==> src/rtl/route_pkg.sv <==
// rtl/route_pkg.sv - shared constants, FSM states and table entry type for the pin router
package route_pkg;

  localparam int NPINS  = 29;
  localparam int NPORTS = 2;
  localparam int IDXW   = 5;
  localparam int PW     = 1;

  typedef enum logic [1:0] {IDLE, SCAN, APPLY, REPORT} state_t;

  typedef struct packed {
    logic            en;
    logic [IDXW-1:0] pin;
  } route_entry_t;

endpackage

==> src/rtl/route_scan_chk.sv <==
// rtl/route_scan_chk.sv - checks one staging entry against the used-pin bitmap
module route_scan_chk
  import route_pkg::*;
(
  input  route_entry_t     entry_i,
  input  logic [NPINS-1:0] bitmap_i,
  output logic             viol_o,
  output logic [NPINS-1:0] bitmap_o
);

  logic [NPINS-1:0] pin_onehot;
  logic             out_of_range;

  // Out-of-range pins decode to an empty one-hot, so they never touch the bitmap.
  always_comb begin
    pin_onehot = '0;
    for (int i = 0; i < NPINS; i++) begin
      pin_onehot[i] = (int'(entry_i.pin) == i);
    end
  end

  assign out_of_range = (int'(entry_i.pin) >= NPINS);
  assign viol_o       = entry_i.en && (out_of_range || (|(pin_onehot & bitmap_i)));
  assign bitmap_o     = entry_i.en ? (bitmap_i | pin_onehot) : bitmap_i;

endmodule

==> src/rtl/pin_route_ctrl.sv <==
// rtl/pin_route_ctrl.sv - staging/active pin routing tables with validated atomic commit
module pin_route_ctrl
  import route_pkg::*;
(
  input  logic                   clk,
  input  logic                   rst_n,
  input  logic                   wr_valid,
  output logic                   wr_ready,
  input  logic [PW-1:0]          wr_port,
  input  logic [IDXW-1:0]        wr_pin,
  input  logic                   wr_en,
  input  logic                   commit,
  output logic                   busy,
  output logic                   done,
  output logic                   err,
  output logic [PW-1:0]          err_port,
  output logic [NPORTS-1:0]      route_en,
  output logic [NPORTS*IDXW-1:0] route_sel
);

  state_t           state_q, state_d;
  logic [PW-1:0]    idx_q, idx_d;
  logic [NPINS-1:0] bitmap_q, bitmap_d;
  logic             err_q, err_d;
  logic [PW-1:0]    err_port_q, err_port_d;
  route_entry_t     stg_q [NPORTS];
  route_entry_t     stg_d [NPORTS];
  route_entry_t     act_q [NPORTS];
  route_entry_t     act_d [NPORTS];

  route_entry_t     scan_entry;
  logic             scan_viol;
  logic [NPINS-1:0] scan_bitmap;

  assign scan_entry = stg_q[idx_q];

  route_scan_chk u_scan_chk (
    .entry_i  (scan_entry),
    .bitmap_i (bitmap_q),
    .viol_o   (scan_viol),
    .bitmap_o (scan_bitmap)
  );

  assign wr_ready = rst_n && (state_q == IDLE);
  assign busy     = (state_q == SCAN) || (state_q == APPLY);
  assign done     = (state_q == REPORT);
  assign err      = err_q;
  assign err_port = err_port_q;

  for (genvar k = 0; k < NPORTS; k++) begin : g_route_out
    assign route_en[k]                 = act_q[k].en;
    assign route_sel[k*IDXW +: IDXW]   = act_q[k].pin;
  end

  always_comb begin
    state_d    = state_q;
    idx_d      = idx_q;
    bitmap_d   = bitmap_q;
    err_d      = err_q;
    err_port_d = err_port_q;
    stg_d      = stg_q;
    act_d      = act_q;

    // A write sharing the cycle with commit lands before the scan starts reading.
    if (wr_valid && wr_ready && (int'(wr_port) < NPORTS)) begin
      stg_d[wr_port] = '{en: wr_en, pin: wr_pin};
    end

    case (state_q)
      IDLE: begin
        if (commit) begin
          state_d  = SCAN;
          idx_d    = '0;
          bitmap_d = '0;
        end
      end
      SCAN: begin
        if (scan_viol) begin
          err_d      = 1'b1;
          err_port_d = idx_q;
          state_d    = REPORT;
        end else begin
          bitmap_d = scan_bitmap;
          if (idx_q == PW'(NPORTS - 1)) begin
            state_d = APPLY;
          end else begin
            idx_d = idx_q + 1'b1;
          end
        end
      end
      APPLY: begin
        act_d   = stg_q;
        err_d   = 1'b0;
        state_d = REPORT;
      end
      REPORT:  state_d = IDLE;
      default: state_d = IDLE;
    endcase
  end

  always_ff @(posedge clk) begin
    if (!rst_n) begin
      state_q    <= IDLE;
      idx_q      <= '0;
      bitmap_q   <= '0;
      err_q      <= 1'b0;
      err_port_q <= '0;
      for (int k = 0; k < NPORTS; k++) begin
        stg_q[k] <= '0;
        act_q[k] <= '0;
      end
    end else begin
      state_q    <= state_d;
      idx_q      <= idx_d;
      bitmap_q   <= bitmap_d;
      err_q      <= err_d;
      err_port_q <= err_port_d;
      stg_q      <= stg_d;
      act_q      <= act_d;
    end
  end

endmodule

==> config.mk <==
export PLATFORM = sky130hd
export DESIGN_NAME = pin_route_ctrl
export DESIGN_NICKNAME = d
export VERILOG_FILES = /design/src/rtl/route_pkg.sv /design/src/rtl/route_scan_chk.sv /design/src/rtl/pin_route_ctrl.sv
export SDC_FILE = /design/constraint.sdc
export NUM_CORES = 1
export LEC_CHECK = 0
export ABC_AREA = 1
export ABC_CLOCK_PERIOD_IN_PS = 2430
export CAP_MARGIN = 10
export CORE_MARGIN = 3
export CORE_UTILIZATION = 35
export CTS_CLUSTER_DIAMETER = 200
export DETAILED_ROUTE_END_ITERATION = 16
export GPL_ROUTABILITY_DRIVEN = 0
export PLACE_DENSITY_LB_ADDON = 0.05
export SYNTH_ARGS = -nofsm -noshare
export SYNTH_HDL_FRONTEND = slang
export SYNTH_SLANG_ARGS = --single-unit
==> constraint.sdc <==
create_clock -name clk -period 2.43 [get_ports clk]
set_clock_uncertainty 0.15 [all_clocks]
set_input_delay 0.3645 -clock clk [delete_from_list [all_inputs] [get_ports clk]]
set_output_delay 0.3645 -clock clk [all_outputs]
set_load 0.02 [all_outputs]
==> flow_summary.ini <==
[cells_and_area]
final_cell_mix = nand2_1 (87), a21oi_1 (76), dfxtp_1 (57)
nets = 537
post-route-util_pct = 49.5
antenna_cells = 0
synthToLayoutAreaGrowth_pct = 33.8
final_common_cell = nand2_1
drive_gt1_share_pct = 22.6

[clock_network]
hold_buffers = 0
numCtsBuffers = 9
cts_sinks = 58
cts_htree_levels = 3
path_clk_slew_ps = 70
max-clock-path-buffers = 2
worstSkewPairLatency_ps = 340
tritoncts = done
cts-root-buf = clkbuf_8

[timing]
rsz0062_at_grt = yes
worst_slew_pin_slew_ps = 538
slew_headroom_pct = 64.1
setup_violations = 0
hold_ws_ps = 321
period_share_pct = 97.8
period_minus_slack_ps = 2380
drv_slew = 0
finalHoldViolCount = 0
timing.fmax_mhz = 421

[setup_path]
end_kind = flop
reg2reg_slack_ps = 50
r2r_end = bitmap_q[19]
cpMostUsedCell = nand2_1
critPathRequiredTime_ps = 2550
ff2ff_path_depth = 16
path_cells = buf_8 > nand2_1 > nand2_2 > nand2_4 > nor2_4 > nand3_1 > nand2_1 > nor2_1 > nand2_1 > nor2_2 > nand2_2 > nand3_4 > nand3b_4 > clkbuf_16 > nand2_1 > a21oi_1
r2r_start = idx_q
cp_max_fo = 8
cp.depth = 16
crit_family = simple AND/OR/NAND/NOR gates
criticalPathCategory = flop to flop
cp-endpoint = bitmap_q[19]
cp-startpoint = idx_q
crit_buf_inv = 2
cp_slowest_cell = dfxtp_4
worstPathArrival_ps = 2500
startpoint_type = flop
crit_path_max_incr_delay_ps = 400

[hold_path]
hold_class = flop to flop

[power_and_ir_drop]
clockPowerShare_pct = 22.9
p_leak_uw = 0.00169
p_sw_share_pct = 42.8
p_switching_uw = 1910
power_density_nw_per_um2 = 1070
p_seq_share_pct = 26.6
internal_power_uw = 2550
comb_power_share_pct = 50.5
ir_drop_uv = 469

[grt]
antenna_found_initial = 0
grt_remaining_overflow = 0
grt_pass1_wl_um = 14300
grt_usage_pct = 17.7
grt_pass1_vias = 2947
grt_max_degree = 33

[drt]
routed_wl_um = 9020
drtIter0Drc = 132
num_vias = 3156
drt-pass1-iter-count = 5
vias_per_cell = 4.99
drc = 0
wl_per_cell_um = 14.3
ant_nets = 0

[yosys]
synth_warnings = 0
synth_nets = 494
syn_inst = 479
synth-seq-cells = 58
syn_area_per_cell_um2 = 6.53
ys_seq_area_share_pct = 37.1
syn-cell-area_um2 = 3130
synth_cell_type_count = 21

[floorplanning]
die_area_um2 = 10100
fp.dieW_um = 101
core-area_um2 = 8460
floorplan.rows = 33
die_h_um = 101
initial_core_util_pct = 37.0
pin_count = 28

[place]
hpwl_um = 5820
io_buffer_count = 27

[status]
outcome = completed

[job]
maxCapViolations = 0
power groups by stage:
stage	combinational, uW	sequential [uW]	clock [uW]
finish	2250	1190	1020
CTS	1790	1170	1050
global route	2430	1210	1090
global placement	1780	1190	0
detailed placement	1780	1190	0
floorplan	1110	1270	0
cell type report:
type | count | area, um^2
tap | 105 | 131
clock inverter | 7 | 101
timing repair buffer | 54 | 571
fill | 855 | 4280
sequential | 58 | 1160
clock buffer | 9 | 124
inverter | 50 | 195
multi-input combinational | 349 | 1900
worst reg2reg max path, cell delays in order, from the launching register on:
cell       delay, ps
dfxtp_4          400
buf_8            140
nand2_1           70
nand2_2          120
nand2_4           70
nor2_4           200
nand3_1          100
nand2_1          130
nor2_1            60
nand2_1           70
nor2_2            50
nand2_2          110
nand3_4          100
nand3b_4         190
clkbuf_16        190
nand2_1           50
a21oi_1          120
cell usage after synthesis:
cell type | count | area [um^2]
nand2_1 | 118 | 443
buf_6 | 9 | 101
nand2_2 | 5 | 31.3
a21oi_4 | 1 | 16.3
nand3b_4 | 1 | 20.0
nor2_2 | 2 | 12.5
a21oi_1 | 77 | 385
o21ai_0 | 26 | 130
nand3_1 | 56 | 280
o21ai_2 | 2 | 17.5
inv_2 | 2 | 7.51
ha_1 | 4 | 50.1
clkinv_1 | 3 | 11.3
buf_2 | 1 | 5.00
nand3_2 | 2 | 20.0
clkbuf_1 | 12 | 45.0
nor2_1 | 53 | 199
dfxtp_1 | 58 | 1160
inv_1 | 45 | 169
nand2_4 | 1 | 11.3
nor2_4 | 1 | 11.3
kinds of logic (layout without fill, tap and decap cells):
group	count (synthesis)	after routing	synth area share (%)
compound gates	106	106	17.6
buf+inv	72	120	10.8
fa+ha+maj	4	4	1.60
flops	58	58	37.1
simple gates	239	239	32.9
how the worst min path moves through the flow:
stage	depth (start not counted)	startpoint	endpoint	slack (ps)
3_5_place_dp	2	err_port	err_port	310
6_report	2	err_port	err_port	320
3_3_place_gp	2	err_port	err_port	310
2_1_floorplan	2	stg_q[5]	stg_q[5]	290
4_1_cts	2	err_port	err_port	320
5_1_grt	2	bitmap_q[17]	bitmap_q[17]	350
per-layer routing:
metal	up-vias	track usage [%]	part of all wire [%]	routed length (um)
li1	1637	-	-	-
met1	1457	23.2	48	4370
met2	54	29.6	46	4180
met3	8	3.88	4.2	380
met4	0	4.15	0.99	89
met5	-	0	0	0
through the flow:
stage / power [uW] / setup TNS, ps / setup slack, ps / instances / cell area (um^2)
after detailed placement: 2970 / -25.0 / -11.2 / 610 / 3590
after CTS: 4010 / 0 / 0.474 / 626 / 3810
after floorplan: 2370 / 0 / 246 / 479 / 3130
after global placement: 2970 / 0 / 9.08 / 610 / 3590
after global routing: 4730 / -2580 / -105 / 632 / 4190
final: 4460 / 0 / 52.3 / 632 / 4190
registers in the layout, summed over array words and instances (netlist names):
signal,flops
route_en,2
state_q,2
idx_q,1
err,1
err_port,1
route_sel,10
stg_q,12
bitmap_q,29
timing repair:
action	in CTS	in global routing
gates cloned	0	4
pin swaps	0	18
buffers inserted	0	2
resized for setup	1	88
endpoints found under the setup margin	15	34
No activity file was read; power rests on OpenSTA's default activity.
